--- src/rtl/ram_arbiter.sv ---
// ram_arbiter
//
// Shares one single-clock dual-port RAM (one write port, one read port)
// between two requesters, A and B. Writes and reads are arbitrated
// independently, each with its own round-robin pointer, so a write from one
// requester and a read from the other can both be granted in the same cycle.
// Read data comes back one cycle after the read grant and is routed to the
// requester that issued the read, using a registered owner bit.
//
// Ports
//   clk, rst                  clock; synchronous active-high reset
//   a_req/a_we/a_addr/a_wdata requester A command (we: 1 = write, 0 = read)
//   a_gnt                     A command accepted this cycle (combinational)
//   a_rvalid/a_rdata          A read return, one cycle after the read grant
//   b_*                       same set for requester B
//   wr_enb/wr_addr/wr_data    RAM write port
//   rd_enb/rd_addr            RAM read port
//   rd_data                   RAM registered read data
//
// Handshake: a command is presented while x_req is high and completes on a
// cycle where x_req && x_gnt. Until granted, the requester keeps we, addr and
// wdata stable; it may drop req before the grant, and then nothing is issued.
// x_gnt never depends on rd_data.

module ram_arbiter #(
  parameter int DATA_WIDTH = 8,
  parameter int ADDR_WIDTH = 4
) (
  input  logic                  clk,
  input  logic                  rst,
  input  logic                  a_req,
  input  logic                  a_we,
  input  logic [ADDR_WIDTH-1:0] a_addr,
  input  logic [DATA_WIDTH-1:0] a_wdata,
  output logic                  a_gnt,
  output logic                  a_rvalid,
  output logic [DATA_WIDTH-1:0] a_rdata,
  input  logic                  b_req,
  input  logic                  b_we,
  input  logic [ADDR_WIDTH-1:0] b_addr,
  input  logic [DATA_WIDTH-1:0] b_wdata,
  output logic                  b_gnt,
  output logic                  b_rvalid,
  output logic [DATA_WIDTH-1:0] b_rdata,
  output logic                  wr_enb,
  output logic [ADDR_WIDTH-1:0] wr_addr,
  output logic [DATA_WIDTH-1:0] wr_data,
  output logic                  rd_enb,
  output logic [ADDR_WIDTH-1:0] rd_addr,
  input  logic [DATA_WIDTH-1:0] rd_data
);

  // Round-robin pointers (0 = A preferred, 1 = B preferred) and read return.
  logic wr_prio;
  logic rd_prio;
  logic rd_pend;
  logic rd_owner;

  // Per-requester command classes.
  logic a_wr, a_rd, b_wr, b_rd;
  // Arbitration results.
  logic wr_sel_b, rd_sel_b;
  logic a_wgnt, b_wgnt, a_rgnt, b_rgnt;
  logic wr_any, rd_any;

  always_comb begin
    a_wr = a_req &  a_we;
    a_rd = a_req & ~a_we;
    b_wr = b_req &  b_we;
    b_rd = b_req & ~b_we;

    // B wins a port when it is the only contender or when the pointer
    // favours it; otherwise A wins whenever it asks.
    wr_sel_b = b_wr & (~a_wr | wr_prio);
    rd_sel_b = b_rd & (~a_rd | rd_prio);

    a_wgnt = ~rst & a_wr & ~wr_sel_b;
    b_wgnt = ~rst & b_wr &  wr_sel_b;
    a_rgnt = ~rst & a_rd & ~rd_sel_b;
    b_rgnt = ~rst & b_rd &  rd_sel_b;

    wr_any = a_wgnt | b_wgnt;
    rd_any = a_rgnt | b_rgnt;

    a_gnt = a_wgnt | a_rgnt;
    b_gnt = b_wgnt | b_rgnt;
  end

  // RAM drive: zero address/data whenever the port is not granted.
  always_comb begin
    wr_enb  = wr_any;
    wr_addr = '0;
    wr_data = '0;
    rd_enb  = rd_any;
    rd_addr = '0;
    if (a_wgnt) begin
      wr_addr = a_addr;
      wr_data = a_wdata;
    end else if (b_wgnt) begin
      wr_addr = b_addr;
      wr_data = b_wdata;
    end
    if (a_rgnt) begin
      rd_addr = a_addr;
    end else if (b_rgnt) begin
      rd_addr = b_addr;
    end
  end

  always_ff @(posedge clk) begin
    if (rst) begin
      wr_prio  <= 1'b0;
      rd_prio  <= 1'b0;
      rd_pend  <= 1'b0;
      rd_owner <= 1'b0;
    end else begin
      // After a grant the pointer moves to the requester that lost
      // (or did not ask): A won -> prefer B, B won -> prefer A.
      if (wr_any) begin
        wr_prio <= ~wr_sel_b;
      end
      if (rd_any) begin
        rd_prio  <= ~rd_sel_b;
        rd_owner <= rd_sel_b;
      end
      rd_pend <= rd_any;
    end
  end

  // Gating with rst drops a read that was granted the cycle before reset,
  // since rd_pend is still set during that reset cycle.
  always_comb begin
    a_rvalid = rd_pend & ~rd_owner & ~rst;
    b_rvalid = rd_pend &  rd_owner & ~rst;
    a_rdata  = rd_data;
    b_rdata  = rd_data;
  end

endmodule

--- config.mk ---
export PLATFORM = sky130hd
export DESIGN_NAME = ram_arbiter
export DESIGN_NICKNAME = d
export VERILOG_FILES = /design/src/rtl/ram_arbiter.sv
export SDC_FILE = /design/constraint.sdc
export NUM_CORES = 1
export LEC_CHECK = 0
export CAP_MARGIN = 5
export CORE_ASPECT_RATIO = 0.8
export CORE_MARGIN = 8
export CORE_UTILIZATION = 27
export CTS_BUF_LIST = sky130_fd_sc_hd__clkbuf_2
export DETAILED_ROUTE_END_ITERATION = 6
export PLACE_DENSITY = 0.87
export SYNTH_ARGS = -nofsm -noshare
export SYNTH_HDL_FRONTEND = slang
export SYNTH_SLANG_ARGS = --single-unit
--- constraint.sdc ---
create_clock -name clk -period 2.9 [get_ports clk]
set_input_delay 0.58 -clock clk [delete_from_list [all_inputs] [get_ports clk]]
set_output_delay 0.58 -clock clk [all_outputs]
set_load 0.01 [all_outputs]
Word-level counts from Yosys, hierarchy flattened --
Index checks and enable logic that the tools add are counted.
Word-level totals: word-level logic and storage cells 42, output and inout bits 38, bits of input ports 38, register bits 4
Operators by class: bitwise operators 32, mux-type cells 6
Operators by type and width (number):
- AND 1 bit | 18
- two-way mux 4 bit | 4
- two-way mux 8 bit | 2
- inverter 1 bit | 8
- bitwise OR 1 bit | 6

Depth between registers and ports, before layout --
Gate-level depths: netlist (run 1).
word-level depth 8, mapped depth 3, gate-level depth less buffers 3

Least setup slack after synthesis (run 1) --
Ideal clock, no wire load.
kind input to output, from input rst, to output wr_data[0], stages 3, required time 2.320 ns, buffers on the path 1, path slack 1.079 ns, arrival 1.241 ns, path through buf_2 -> nor3b_4 -> a22o_1
On the way: word-level cells in the longest chain between the ends 5, elaborated cells between the ends (all ways) 7, classes of those cells mux: 2; bitwise: 5
Ends and longest elaborated chain:
- start, declared | RTL line 30 | input logic rst,
- inverter 1 bit * | RTL line 77, 78
- AND 1 bit (2 in a row) | RTL line 78 | b_wgnt = ~rst & b_wr & wr_sel_b;
- two-way mux 8 bit | RTL line 99 | end else if (b_wgnt) begin
- two-way mux 8 bit * | RTL line 96 | if (a_wgnt) begin
- end, declared | RTL line 47 | output logic [DATA_WIDTH-1:0] wr_data,
Every way passes the cells marked *; elsewhere a longest branch is shown, timed or not.

Worst setup path after layout (run 1) --
from input a_we, to output rd_addr[0]
On the way: word-level cells in the longest chain between the ends 8, elaborated cells between the ends (all ways) 11, classes of those cells mux: 2; bitwise: 9
Ends and longest elaborated chain:
- start, declared | RTL line 32 | input logic a_we,
- inverter 1 bit * | RTL line 68 | a_rd = a_req & ~a_we;
- AND 1 bit * | RTL line 68
- inverter 1 bit | RTL line 75 | rd_sel_b = b_rd & (~a_rd | rd_prio);
- bitwise OR 1 bit | RTL line 75
- AND 1 bit | RTL line 75
- AND 1 bit or inverter 1 bit (tied branches) | RTL line 80, 79
- two-way mux 4 bit or AND 1 bit (tied branches) | RTL line 105, 79
- two-way mux 4 bit * | RTL line 103 | if (a_rgnt) begin
- end, declared | RTL line 49 | output logic [ADDR_WIDTH-1:0] rd_addr,
Marks and branches as above.

==> results of run 1 <==
[power breakdown]
| group | internal, mW | switching [mW] | leakage [nW] |
|---|---|---|---|
| combinational | 0.0794 | 0.0492 | 0.477 |
| sequential | 0.0589 | 0.00256 | 0.0331 |
| clock | 0.0278 | 0.0227 | 0.0125 |
[sequential cells by signal (all words and copies together), names as in the netlist]
register and cells:
wr_prio 1, rd_owner 1, rd_prio 1, rd_pend 1
[cells in the final DEF, fill, tap and decap left out]
master / instances
a21oi_1: 7
a22o_1: 8
and3b_1: 1
buf_4: 6
clkbuf_2: 3
clkdlybuf4s50_1: 39
dfxtp_1: 4
dlygate4sd2_1: 3
dlymetal6s2s_1: 9
mux2_2: 1
nand2_1: 2
nand2_2: 1
nand2b_1: 10
nand2b_2: 1
nand3_1: 3
nand3b_1: 2
nor2_1: 1
nor2b_1: 1
nor3b_1: 1
nor3b_4: 2
o21ai_0: 1
o21ai_2: 1
o22ai_1: 8
[synthesized netlist by cell type (all sizes together)]
cell	number
buf	18
nand2b	11
a22o	8
o22ai	8
a21oi	7
dfxtp	4
nand2	3
nand3	3
nor3b	3
nand3b	2
o21ai	2
and3b	1
mux2	1
nor2	1
nor2b	1
[stage by stage]
step | instance area [µm²] | power (mW) | TNS (ps) | hold slack (ps)
final | 1060 | 0.241 | 0 | 485
after global routing | 1060 | 0.257 | 0 | 523
after global placement | 1000 | 0.187 | 0 | 462
after floorplan | 563 | 0.130 | 0 | 444
after CTS | 1030 | 0.245 | 0 | 487
after detailed placement | 1000 | 0.191 | -413 | 478
[area by class of cell]
cell class	count	share of cell area, %
well taps	24	2.84
multi-input cells	51	33.9
flip-flops and latches	4	7.56
repair buffers	57	54.3
clock buffers	3	1.42
[layer usage]
metal | wire [µm] | GRT usage (%)
met1 | 924 | 11.6
met5 | 0 | 0
met2 | 1140 | 20.4
met4 | 44 | 6.25
met3 | 220 | 4.55
[repair_timing]
action,CTS,global route
buffers inserted,2,0
resized for setup,3,11
endpoints found under the setup margin,8,12
pin swaps,1,1
[worst max-delay path by stage]
stage / from / to / slack (ps) / depth (start not counted)
2_1_floorplan: rst / wr_data[0] / 1080 / 3
3_3_place_gp: b_we / wr_data[0] / 20 / 5
5_1_grt: a_we / rd_addr[2] / 10 / 5
6_report: a_we / rd_addr[0] / 70 / 5
4_1_cts: a_req / wr_data[3] / 4 / 6
3_5_place_dp: b_we / wr_data[6] / -80 / 5
[logic make-up (layout without fill, tap and decap cells)]
logic type      after synthesis  count (layout)  synth area share, %
buf+inv                      18              60                 23.1
simple gates                 25              25                 31.3
compound gates               25              25                 29.3
flops                         4               4                 14.2
mux                           1               1                 2.00
[worst reg2reg max path: cells and delay by family, from the launching register on]
kind	cells	cell delay, ps
flops	1	380
mux	1	350
simple gates	1	90
==> impl_results.md, run 1 <==
* Worst-path clk slew at 40 ps
* Via count at 705
* VDD IR-drop max at 156 µV
* R2r startpoint: rd_prio$_SDFFE_PP0P_
* Setup WS post-layout at 73.8 ps
* Max-slew headroom at 81.5%
* 1st-iter DRT viols at 28
* Fillcell total at 174
* Initial antenna violation count at 0
* Clk sinks at 4
* Run status: finished, final reports clean
* F_max at 354 MHz
* MaxCap Viol Count at 0
* CTS tree: done
* Die W at 67.1 µm
* Hold path cells at 2
* DRT Wirelength at 2.33 mm
* Vias in the first global route at 768
* Tightest Pin Transition at 278 ps
* Core Util, Final at 54.9%
* Fin. Hold Viols at 0
* Skew-Pair Late Insertion Delay at 200 ps
* Dpl hpwl at 1.95 mm
* First-pass GRT wire length at 3.59 mm
* CTS root buffer: clkbuf_2
* Netlist Area Pre-Place at 563 µm²
* Initial Util at 29.2%
* Register area at 80.1 µm²
* # port buffers at 51
* Grt total ovfl at 0
* Synth Instances at 73
* Pwr dens at 227 nW/µm²
* Register-to-register setup slack at 2020 ps
* Nature of the critical path startpoint: input pin
* Vias/cell at 5.07
* Worst path bufs/invs at 2
* Crit Path Category: in -> out
* Min-delay worst type: reg -> reg
* Part of the cycle the worst path needs at 97.5%
* Final net count at 155
* Seq/Total Area, Yosys at 14.2%
* Die Area at 3810 µm²
* Synthesized net count at 111
* Post-synth top area cell: buf_4
* Area of the multi-input gates at 359 µm²
* CP Data Required Time at 2320 ps
* Worst Skew at 0.0425 ps
* Pins Over Slew Limit at 0
* Non-filler cells, final at 139
* R2R Path End: rd_prio$_SDFFE_PP0P_
* Top delay family on crit path: buffers and inverters
* # rows at 14
* H-tree depth at 1
* DRT antenna net count at 0
* Critical-path top delay cell: clkdlybuf4s50_1
* CP cell instances: clkdlybuf4s50_1 -> nand2b_1 -> nand2b_2 -> o22ai_1 -> clkdlybuf4s50_1
* GRT Total Usage at 11.8%
* Min-delay src: wr_prio$_SDFFE_PP0P_
* Hold Path Sink: wr_prio$_SDFFE_PP0P_
* Total CTS buffers at 3
* Cts-stage hold buffer count at 0
* Leak pwr at 0.522 nW
* # DRC at 0
* Share of the synthesized area in the top cell type at 21.3%
* Worst-path fanout max at 5
* CP dominant cell by count: clkdlybuf4s50_1
* Worst setup EP type: primary output
* Wire length per cell at 16.7 µm
* CORE AREA at 1930 µm²
* Data arrival, critical path at 2250 ps
* CP max stage delay at 580 ps
* Netlist cell types at 19
* Dominant cells by area after synthesis: buf_4 (21%), dfxtp_1 (14%), a22o_1 (12%)
* Antenna diode count at 0
* RSZ-0062 raised after global routing: false
* Dpl cells at 134
* Reg2Reg Depth at 2
* CTS max path bufs at 2
* Gpl congestion at 0.928
* Tmin final at 2830 ps
* Fraction of layout cells with a size suffix above 1 at 13.0%
* DRT Pass-1 Iters at 4
* Worst slack, placed at -76.6 ps
* Final setup viols at 0
* # IOs at 76
* Largest net degree at the start of global routing at 13
* Synthesized area per cell at 7.71 µm²
* Syn-to-layout area delta at 88.0%
* Die H at 56.8 µm
* #FFs+latches synth at 4
* Syn. warnings at 0
Note: power is estimated with default switching activity, not from simulation.
==> inputs of run 2 (changes only) <==
- PLACE_DENSITY: 0.87 -> 0.91
- TNS_END_PERCENT: unset -> 1
==> impl_results.md, run 2 (synthesized netlist as in run 1, its figures left out) <==
* Final net count at 155 (unchanged)
* Pins Over Slew Limit at 0 (unchanged)
* Tmin final at 2860 ps (+38.8 ps)
* Nature of the critical path startpoint: input pin
* Clk sinks at 4 (unchanged)
* Gpl congestion at 0.979 (+5.5%)
* Data arrival, critical path at 2280 ps (+30 ps)
* Antenna diode count at 0 (unchanged)
* CP Data Required Time at 2320 ps (about the same)
* Die Area at 3810 µm² (unchanged)
* Dpl cells at 133 (-0.75%)
* MaxCap Viol Count at 0 (unchanged)
* # DRC at 0 (unchanged)
* CTS tree: done
* Tightest Pin Transition at 345 ps (+67.7 ps)
* Die W at 67.1 µm (unchanged)
* Fraction of layout cells with a size suffix above 1 at 11.3% (-1.7 points)
* Die H at 56.8 µm (unchanged)
* Worst-path clk slew at 40 ps (about the same)
* Core Util, Final at 54.4% (-0.52 points)
* Run status: finished, final reports clean
* DRT Wirelength at 2.42 mm (+3.8%)
* Most common cell after layout, fill and taps aside: clkdlybuf4s50_1
* TNS Setup at 0 ps (unchanged)
* DRT Pass-1 Iters at 4 (unchanged)
* Most frequent cells in the layout: clkdlybuf4s50_1 (42), nand2b_1 (11), o22ai_1 (8), a22o_1 (8)
* VDD IR-drop max at 142 µV (-8.9%)
* Min Hold Slack at 482 ps (-2.86 ps)
* Largest net degree at the start of global routing at 13 (unchanged)
* Fillcell total at 173 (-0.57%)
* First-pass GRT wire length at 3.72 mm (+3.7%)
* CTS max path bufs at 2 (unchanged)
* GRT Total Usage at 12.5% (+0.75 points)
* RSZ-0062 raised after global routing: true
* Part of the cycle the worst path needs at 98.8% (+1.3 points)
* Non-filler cells, final at 139 (unchanged)
* Initial antenna violation count at 0 (unchanged)
* Worst Skew at 0.362 ps (+0.320 ps)
* CP dominant cell by count: clkdlybuf4s50_1
* Initial Util at 29.2% (unchanged)
* # IOs at 76 (unchanged)
* # rows at 14 (unchanged)
* Grt total ovfl at 0 (unchanged)
* CTS root buffer: clkbuf_2
* Register area at 80.1 µm² (unchanged)
* # port buffers at 51 (unchanged)
* Via count at 716 (+1.6%)
* Critical-path top delay cell: clkdlybuf4s50_1
* Vias in the first global route at 750 (-2.3%)
* Worst-path fanout max at 8 (+3)
* Pwr dens at 229 nW/µm² (+0.62%)
* F_max at 349 MHz (-1.4%)
* Final setup viols at 0 (unchanged)
* Dpl hpwl at 2.01 mm (+2.9%)
* Min-delay worst type: reg -> reg
* Leak pwr at 0.495 nW (-5.3%)
* DRT antenna net count at 0 (unchanged)
* Max-slew headroom at 76.8% (-4.6 points)
* CP max stage delay at 520 ps (-60 ps)
* Wire length per cell at 17.4 µm (+3.8%)
* Skew-Pair Late Insertion Delay at 200 ps (about the same)
* 1st-iter DRT viols at 31 (+11%)
* CP cell instances: clkdlybuf4s50_1 -> nand3b_1 -> nor3b_4 -> buf_4 -> a22o_1 -> clkdlybuf4s50_1
* Vias/cell at 5.15 (+1.6%)
* CORE AREA at 1930 µm² (unchanged)
* Worst setup EP type: primary output
* Cts-stage hold buffer count at 0 (unchanged)
* Fin. Hold Viols at 0 (unchanged)
* Design Power at 0.240 mW (-0.33%)
* Area of the multi-input gates at 353 µm² (-1.7%)
* H-tree depth at 1 (unchanged)
* Total CTS buffers at 3 (unchanged)
* Crit Path Category: in -> out
* Syn-to-layout area delta at 86.2%
==> run 2: changes by cell type in the layout (fill, tap and decap cells not counted), sizes merged <==
cell / delta
dlygate4sd2: -1
dlymetal6s2s: -2
clkdlybuf4s50: +3
==> run 2: report_power, final <==
| part | switching [mW] | internal (mW) | leakage (nW) |
|---|---|---|---|
| Sequential | 0.00232 | 0.0590 | 0.0331 |
| Combinational | 0.0497 | 0.0797 | 0.449 |
| Clock | 0.0214 | 0.0278 | 0.0125 |
| Total | 0.0734 | 0.166 | 0.495 |
==> run 2: repair_timing <==
item,in CTS,in global routing
setup buffers,1,2
resized for setup,2,7
pin swaps,1,0
setup endpoints to repair,8,8
==> run 2: layout make-up <==
| cell class | count | area share, % |
|---|---|---|
| Clock buffer | 3 | 1.43 |
| Timing Repair Buffer | 57 | 54.4 |
| Multi-Input combinational cell | 51 | 33.7 |
| Sequential cell | 4 | 7.64 |
| Tap cell | 24 | 2.86 |
==> run 2: worst paths after layout <==
check / start / endpoint / slack [ps] / depth (start not counted)
hold / removal: wr_prio$_SDFFE_PP0P_ / wr_prio$_SDFFE_PP0P_ / 480 / 2
setup / recovery: a_req / wr_data[0] / 40 / 6
hold reg to reg: wr_prio$_SDFFE_PP0P_ / wr_prio$_SDFFE_PP0P_ / 480 / 2
setup reg to reg: rd_prio$_SDFFE_PP0P_ / rd_prio$_SDFFE_PP0P_ / 2060 / 2
==> run 2: worst max-delay path, delay by kind of cell <==
| kind | cells | cell delay (ps) |
|---|---|---|
| buffers and inverters | 3 | 1160 |
| AO/OA/AOI/OAI | 1 | 230 |
| AND/OR/NAND/NOR | 2 | 310 |
==> run 2: routing by layer <==
layer | global-route usage [%] | vias up | wire length [µm]
li1 | - | 339 | -
met1 | 11.7 | 326 | 970
met2 | 23.4 | 51 | 1220
met3 | 5.35 | 0 | 225
met4 | 3.87 | 0 | 0
met5 | 0 | - | 0
==> run 2: per-stage QoR <==
step | setup WS, ps | instance area [µm²]
after global placement | 10.5 | 996
after CTS | 4.32 | 1020
after global routing | -30.0 | 1050
after floorplan | 1080 | 563
after detailed placement | -89.0 | 996
final | 35.0 | 1050
==> edit 1: new RTL, flow settings as in run 1 <==
Reset style: asynchronous (`rst`), changed in one clocked block. Comments in the files are not updated.
--- a/src/rtl/ram_arbiter.sv
+++ b/src/rtl/ram_arbiter.sv
@@ -109,3 +109,3 @@
 
-  always_ff @(posedge clk) begin
+  always_ff @(posedge clk or posedge rst) begin
     if (rst) begin
Check against the original RTL: same outputs for any inputs over 10 cycles, from zero or initial values and one cycle with rst high; that may be too few to reach the edited logic, so the function may still have changed.
==> edit 1 against run 1 <==
Global-route usage rose by 0.53 points. Core utilization down 0.41 points. Worst setup slack better by 0.30 ns. Sequential cell count unchanged. Power is 8.3% higher. Wire length is 3.3% lower. Critical path depth unchanged. Design area decreased by 1.7%. Synthesized area is 1.6% lower.
==> edit 1: results (changes against run 1) <==
After synthesis, the most frequently instantiated cells are sky130_fd_sc_hd__buf_4 (16), sky130_fd_sc_hd__a22o_1 (8). The number of global-route vias before repair came out at 738 (-3.9%). The number of filler cells placed in the layout was 190 (+9.2%). The largest net degree at the start of global routing is 16 (+3). The portion of the post-synthesis area used by sequential elements is 18.06% (+3.8 points). The final net count came out at 146 (-5.8%).

The count of vias placed by the detailed router is 693 (-1.7%). The buffer levels on the longest clock path is 2 (unchanged). Broken down by cell family, the worst path's largest delay share belongs to buffers and inverters.

The DRC marker count from the first detailed-route iteration came out at 17 (-39%). The count of distinct cell types in the synthesized netlist came out at 25 (+6). The clock insertion delay at the later pin of the skew report was 0.22 ns (+0.02 ns). The number of H-tree levels came out at 1 (unchanged). The number of cells in the finished layout apart from fillers is 130 (-6.5%). The switching part of the total is 32.44% (+1.5 points).

The final worst hold slack came out at 0.4796 ns (-0.005377 ns). The register-to-register setup slack was 1.92 ns (-0.10 ns). The number of nets produced by synthesis is 103 (-7.2%). The largest driver fanout on the critical path came to 7 (+2). The count of unresolved DRC violations after routing is 0 (unchanged).

The worst voltage drop across the vdd grid was 0.1619 mV (+3.6%). The total inserted antenna cells is 0 (unchanged). For this design, the slowest cell found on the critical path is sky130_fd_sc_hd__clkdlybuf4s50_1. The share of flip-flops with an asynchronous set or reset after synthesis is 100.0% (+100 points).

The number of antenna violations at the first check in global routing came out at 0 (unchanged). The quantity of I/O buffers inserted on ports is 51 (unchanged). The total of endpoints with negative setup slack in the final report came out at 0 (unchanged). The slew of the pin with the lowest slew margin is 0.2479 ns (-0.02966 ns).

The post-CTS setup-driven buffer insertion count is 0 (-2). The total track usage is 12.29% (+0.53 points). The post-place setup slack came to -0.05417 ns (+0.02238 ns). The logic depth of the worst register-to-register path came out at 2 (unchanged). The post-route clock skew came out at 0.009318 ns (+0.009276 ns). The post-CTS clock slew at the launch and capture registers of the worst setup and hold paths came out at 0.05 ns.

In the post-synthesis netlist, the biggest area contributors are sky130_fd_sc_hd__buf_4 (22%), sky130_fd_sc_hd__dfrtp_1 (18%), sky130_fd_sc_hd__a22o_1 (13%). The final weighted congestion of routability-driven global placement came out at 0.6983 (-25%). Clock tree synthesis selected as its root buffer the cell sky130_fd_sc_hd__clkbuf_2. The final routed wire length divided by cell count is 17.31 um (+3.4%). The fraction of final layout cells with drive strength greater than 1 came out at 14.15% (+1.1 points). The worst register-to-register path ends at rd_pend. The critical register-to-register path startpoint is rd_prio. The estimated wirelength of the detail-placed design is 1.813 mm (-7.0%). The post-placement cell area is 988.4 um^2 (-1.5%).

In the synthesized netlist the dominant register cell turns out to be sky130_fd_sc_hd__dfrtp_1. The global-route wire length before repair is 3.594 mm (+0.17%). The mean instance size in the synthesized netlist was 8.527 um^2 (+11%).

The run finished with clean final reports. In this run the worst hold path is classified as primary input to async pin. The reported leakage power is 0.4402 nW (-16%). The number of buffers inserted during clock tree synthesis came out at 3 (unchanged).
-- edit 1: area by class of cell --
class	count	area [um^2]	share of cell area [%]
Clock buffer	3	15.01	1.442
Sequential cell	4	100.1	9.615
Timing Repair Buffer	55	553.0	53.12
Inverter	1	3.754	0.3606
Multi-Input combinational cell	43	339.1	32.57
Tap cell	24	30.03	2.885
-- edit 1: worst max path at each step --
stage                from          to  slack (ns)  cells after the start
finish              a_req      wr_enb        0.37                      5
global route          rst  wr_data[6]        0.25                      6
global placement      rst      rd_enb       -0.04                      5
detailed placement  b_req  rd_addr[2]       -0.05                      5
floorplan           a_req  wr_data[4]        1.01                      4
CTS                 a_req  wr_data[6]       0.004                      5
-- edit 1: what timing repair did --
| item | 4_1_cts | 5_1_grt |
|---|---|---|
| endpoints found under the setup margin | 16 | 20 |
| gates resized for setup | 4 | 5 |
| gates cloned | 1 | 0 |
-- edit 1: routing by layer --
layer	vias to the layer above	track usage, %	share of wire, %
met2	41	19.62	48
met4	0	6.383	1.8
li1	319	-	-
met5	-	0	0
met1	326	12.46	37
met3	7	6.733	14
-- edit 1: kinds of logic after synthesis --
group | Yosys count | synth area share [%]
mux | 1 | 1.806
compound gates | 23 | 35.89
flops | 4 | 18.06
buf+inv | 19 | 25.28
simple gates | 18 | 18.96
-- edit 1: power by group through the flow --
stage / clock, W / combinational, W / sequential, W
6_report: 0.0000541 / 0.000135 / 0.0000719
3_3_place_gp: 0 / 0.000130 / 0.0000705
3_5_place_dp: 0 / 0.000132 / 0.0000715
5_1_grt: 0.0000628 / 0.000145 / 0.0000725
4_1_cts: 0.0000550 / 0.000136 / 0.0000717
2_1_floorplan: 0 / 0.0000697 / 0.0000696
==> edit 2: new RTL, flow settings as in run 1 <==
Made on the original files. The parameter `DATA_WIDTH` goes from 8 to 6.
--- a/src/rtl/ram_arbiter.sv
+++ b/src/rtl/ram_arbiter.sv
@@ -25,3 +25,3 @@
 module ram_arbiter #(
-  parameter int DATA_WIDTH = 8,
+  parameter int DATA_WIDTH = 6,
   parameter int ADDR_WIDTH = 4
Ports: changed (6 resized); port bits go from 76 to 64. The function was not compared with the original's and may differ.
==> edit 2 against run 1 <==
Sequential cell count unchanged. Power fell by 4.3%. First-iteration DRC count increased by 39%. Worst setup slack worse by 0.025 ns. Clock power down 3%. Die area is 7.0% lower. Design area fell by 7.8%. Via count down 5.7%. Hold slack better by 0.0059 ns. Synthesized cell count shrank 8.2%. Wire length shrank 9.7%. Largest power group unchanged. Synthesized area down 9.3%. Final cell count decreased by 5.8%. Combinational power down 8%.
==> edit 2: results (changes against run 1) <==
The endpoint identified for the worst register-to-register timing path is wr_prio. By count the netlist is led by sky130_fd_sc_hd__buf_4 (12), sky130_fd_sc_hd__nand2b_1 (11), sky130_fd_sc_hd__o22ai_1 (8). The total track usage is 11.04% (-0.71 points). The fraction of final layout cells with drive strength greater than 1 is 14.02% (+0.98 points). Yosys attributes the largest share of cell area to sky130_fd_sc_hd__buf_4 (18%), sky130_fd_sc_hd__dfxtp_1 (16%), sky130_fd_sc_hd__nand2b_1 (13%). The critical register-to-register path startpoint is wr_prio.

The per-cell via count in the routed design came out at 5.076 (about the same). The final routed wire length divided by cell count was 16.04 um (-4.2%). The clock insertion delay at the later pin of the skew report came out at 0.20 ns (about the same). The worst relative slew slack is 81.99% (+0.53 points).

The largest driver fanout on the critical path is 6 (+1). The post-route clock skew came out at 0.01018 ns (+0.01013 ns). The estimated wirelength of the detail-placed design was 1.761 mm (-9.7%).

The logic depth of the worst register-to-register path was 3 (+1). The number of cells in the finished layout apart from fillers came out at 131 (-5.8%). The number of nets produced by synthesis came out at 99 (-11%). The portion of the post-synthesis area used by sequential elements is 15.69% (+1.5 points). The type of the tightest min-delay check is flop to flop. The final weighted congestion of routability-driven global placement came out at 0.9312 (+0.37%). The worst voltage drop across the vdd grid came out at 0.1850 mV (+18%). The data arrival at the endpoint of the critical path was 2.27 ns (+0.02 ns).

The largest net degree at the start of global routing is 11 (-2). The switching part of the total came out at 30.48% (-0.48 points). The DRC marker count from the first detailed-route iteration was 39 (+39%). The flow ran to the end, and the final reports show no timing, DRC or antenna violations. The number of filler cells placed in the layout was 180 (+3.4%). The quantity of I/O buffers inserted on ports was 45 (-12%). The maximum single-stage delay on the critical path came out at 0.54 ns (-0.04 ns).
==> edit 2: changes by cell type after synthesis, sizes merged <==
cell	run 1	this run
a22o	8	6
buf	18	14
==> edit 2: layer usage <==
| layer | vias up | share of wire, % | global-route usage [%] |
|---|---|---|---|
| met4 | 0 | 0 | 3.610 |
| met5 | - | 0 | 0 |
| li1 | 318 | - | - |
| met2 | 34 | 49 | 20.10 |
| met3 | 0 | 7.6 | 3.622 |
| met1 | 313 | 43 | 12.25 |
==> edit 2: worst max path at each step <==
stage	start	end	slack, ns
floorplan	rst	wr_data[0]	1.08
global placement	a_req	wr_data[0]	0.04
detailed placement	b_we	wr_data[2]	0.004
CTS	a_req	wr_data[2]	0.009
global route	b_req	wr_data[3]	-0.01
finish	b_req	wr_data[3]	0.05
==> edit 2: stage by stage <==
stage	hold slack [ns]	power, W	setup slack (ns)	utilization [%]	instance area [um^2]
5_1_grt	0.5224	0.0002486	-0.01387	53.06	975.9
3_3_place_gp	0.4623	0.0001771	0.04376	50.07	920.9
3_5_place_dp	0.4762	0.0001792	0.003617	50.07	920.9
6_report	0.4909	0.0002302	0.04895	53.06	975.9
2_1_floorplan	0.4444	0.0001217	1.080	-	510.5
4_1_cts	0.4849	0.0002304	0.008635	50.82	934.6
==> edit 2: cell type report <==
class	instances	area, um^2	share of cell area, %
well taps	24	30.03	3.077
repair buffers	51	509.2	52.18
flip-flops and latches	4	80.08	8.205
clock buffers	3	15.01	1.538
multi-input cells	49	341.6	35.00
==> edit 2: kinds of logic after synthesis <==
kind of cell,count (synthesis),share of synthesized area (%)
multiplexers,1,2.206
flip-flops,4,15.69
AND/OR/NAND/NOR,25,32.84
buffers and inverters,14,19.61
AO/OA/AOI/OAI,23,29.66
==> edit 2: power by group through the flow <==
stage,combinational (W),clock [W],sequential [W]
floorplan,0.0000601,0,0.0000617
CTS,0.000117,0.0000522,0.0000614
finish,0.000119,0.0000492,0.0000616
global route,0.000128,0.0000591,0.0000617
global placement,0.000115,0,0.0000621
detailed placement,0.000117,0,0.0000623
==> edit 2: timing repair <==
action                     in CTS  in global routing
pin swaps                       1                  3
gates resized for setup         1                  9
setup buffers                   0                  2
setup endpoints to repair       2                 14
==> edit 2: tightest hold or removal path: cells and delay by family, from the launching register on <==
kind	cells	cell delay, ns
flip-flops	1	0.32
AND/OR/NAND/NOR	1	0.06
AO/OA/AOI/OAI	1	0.06
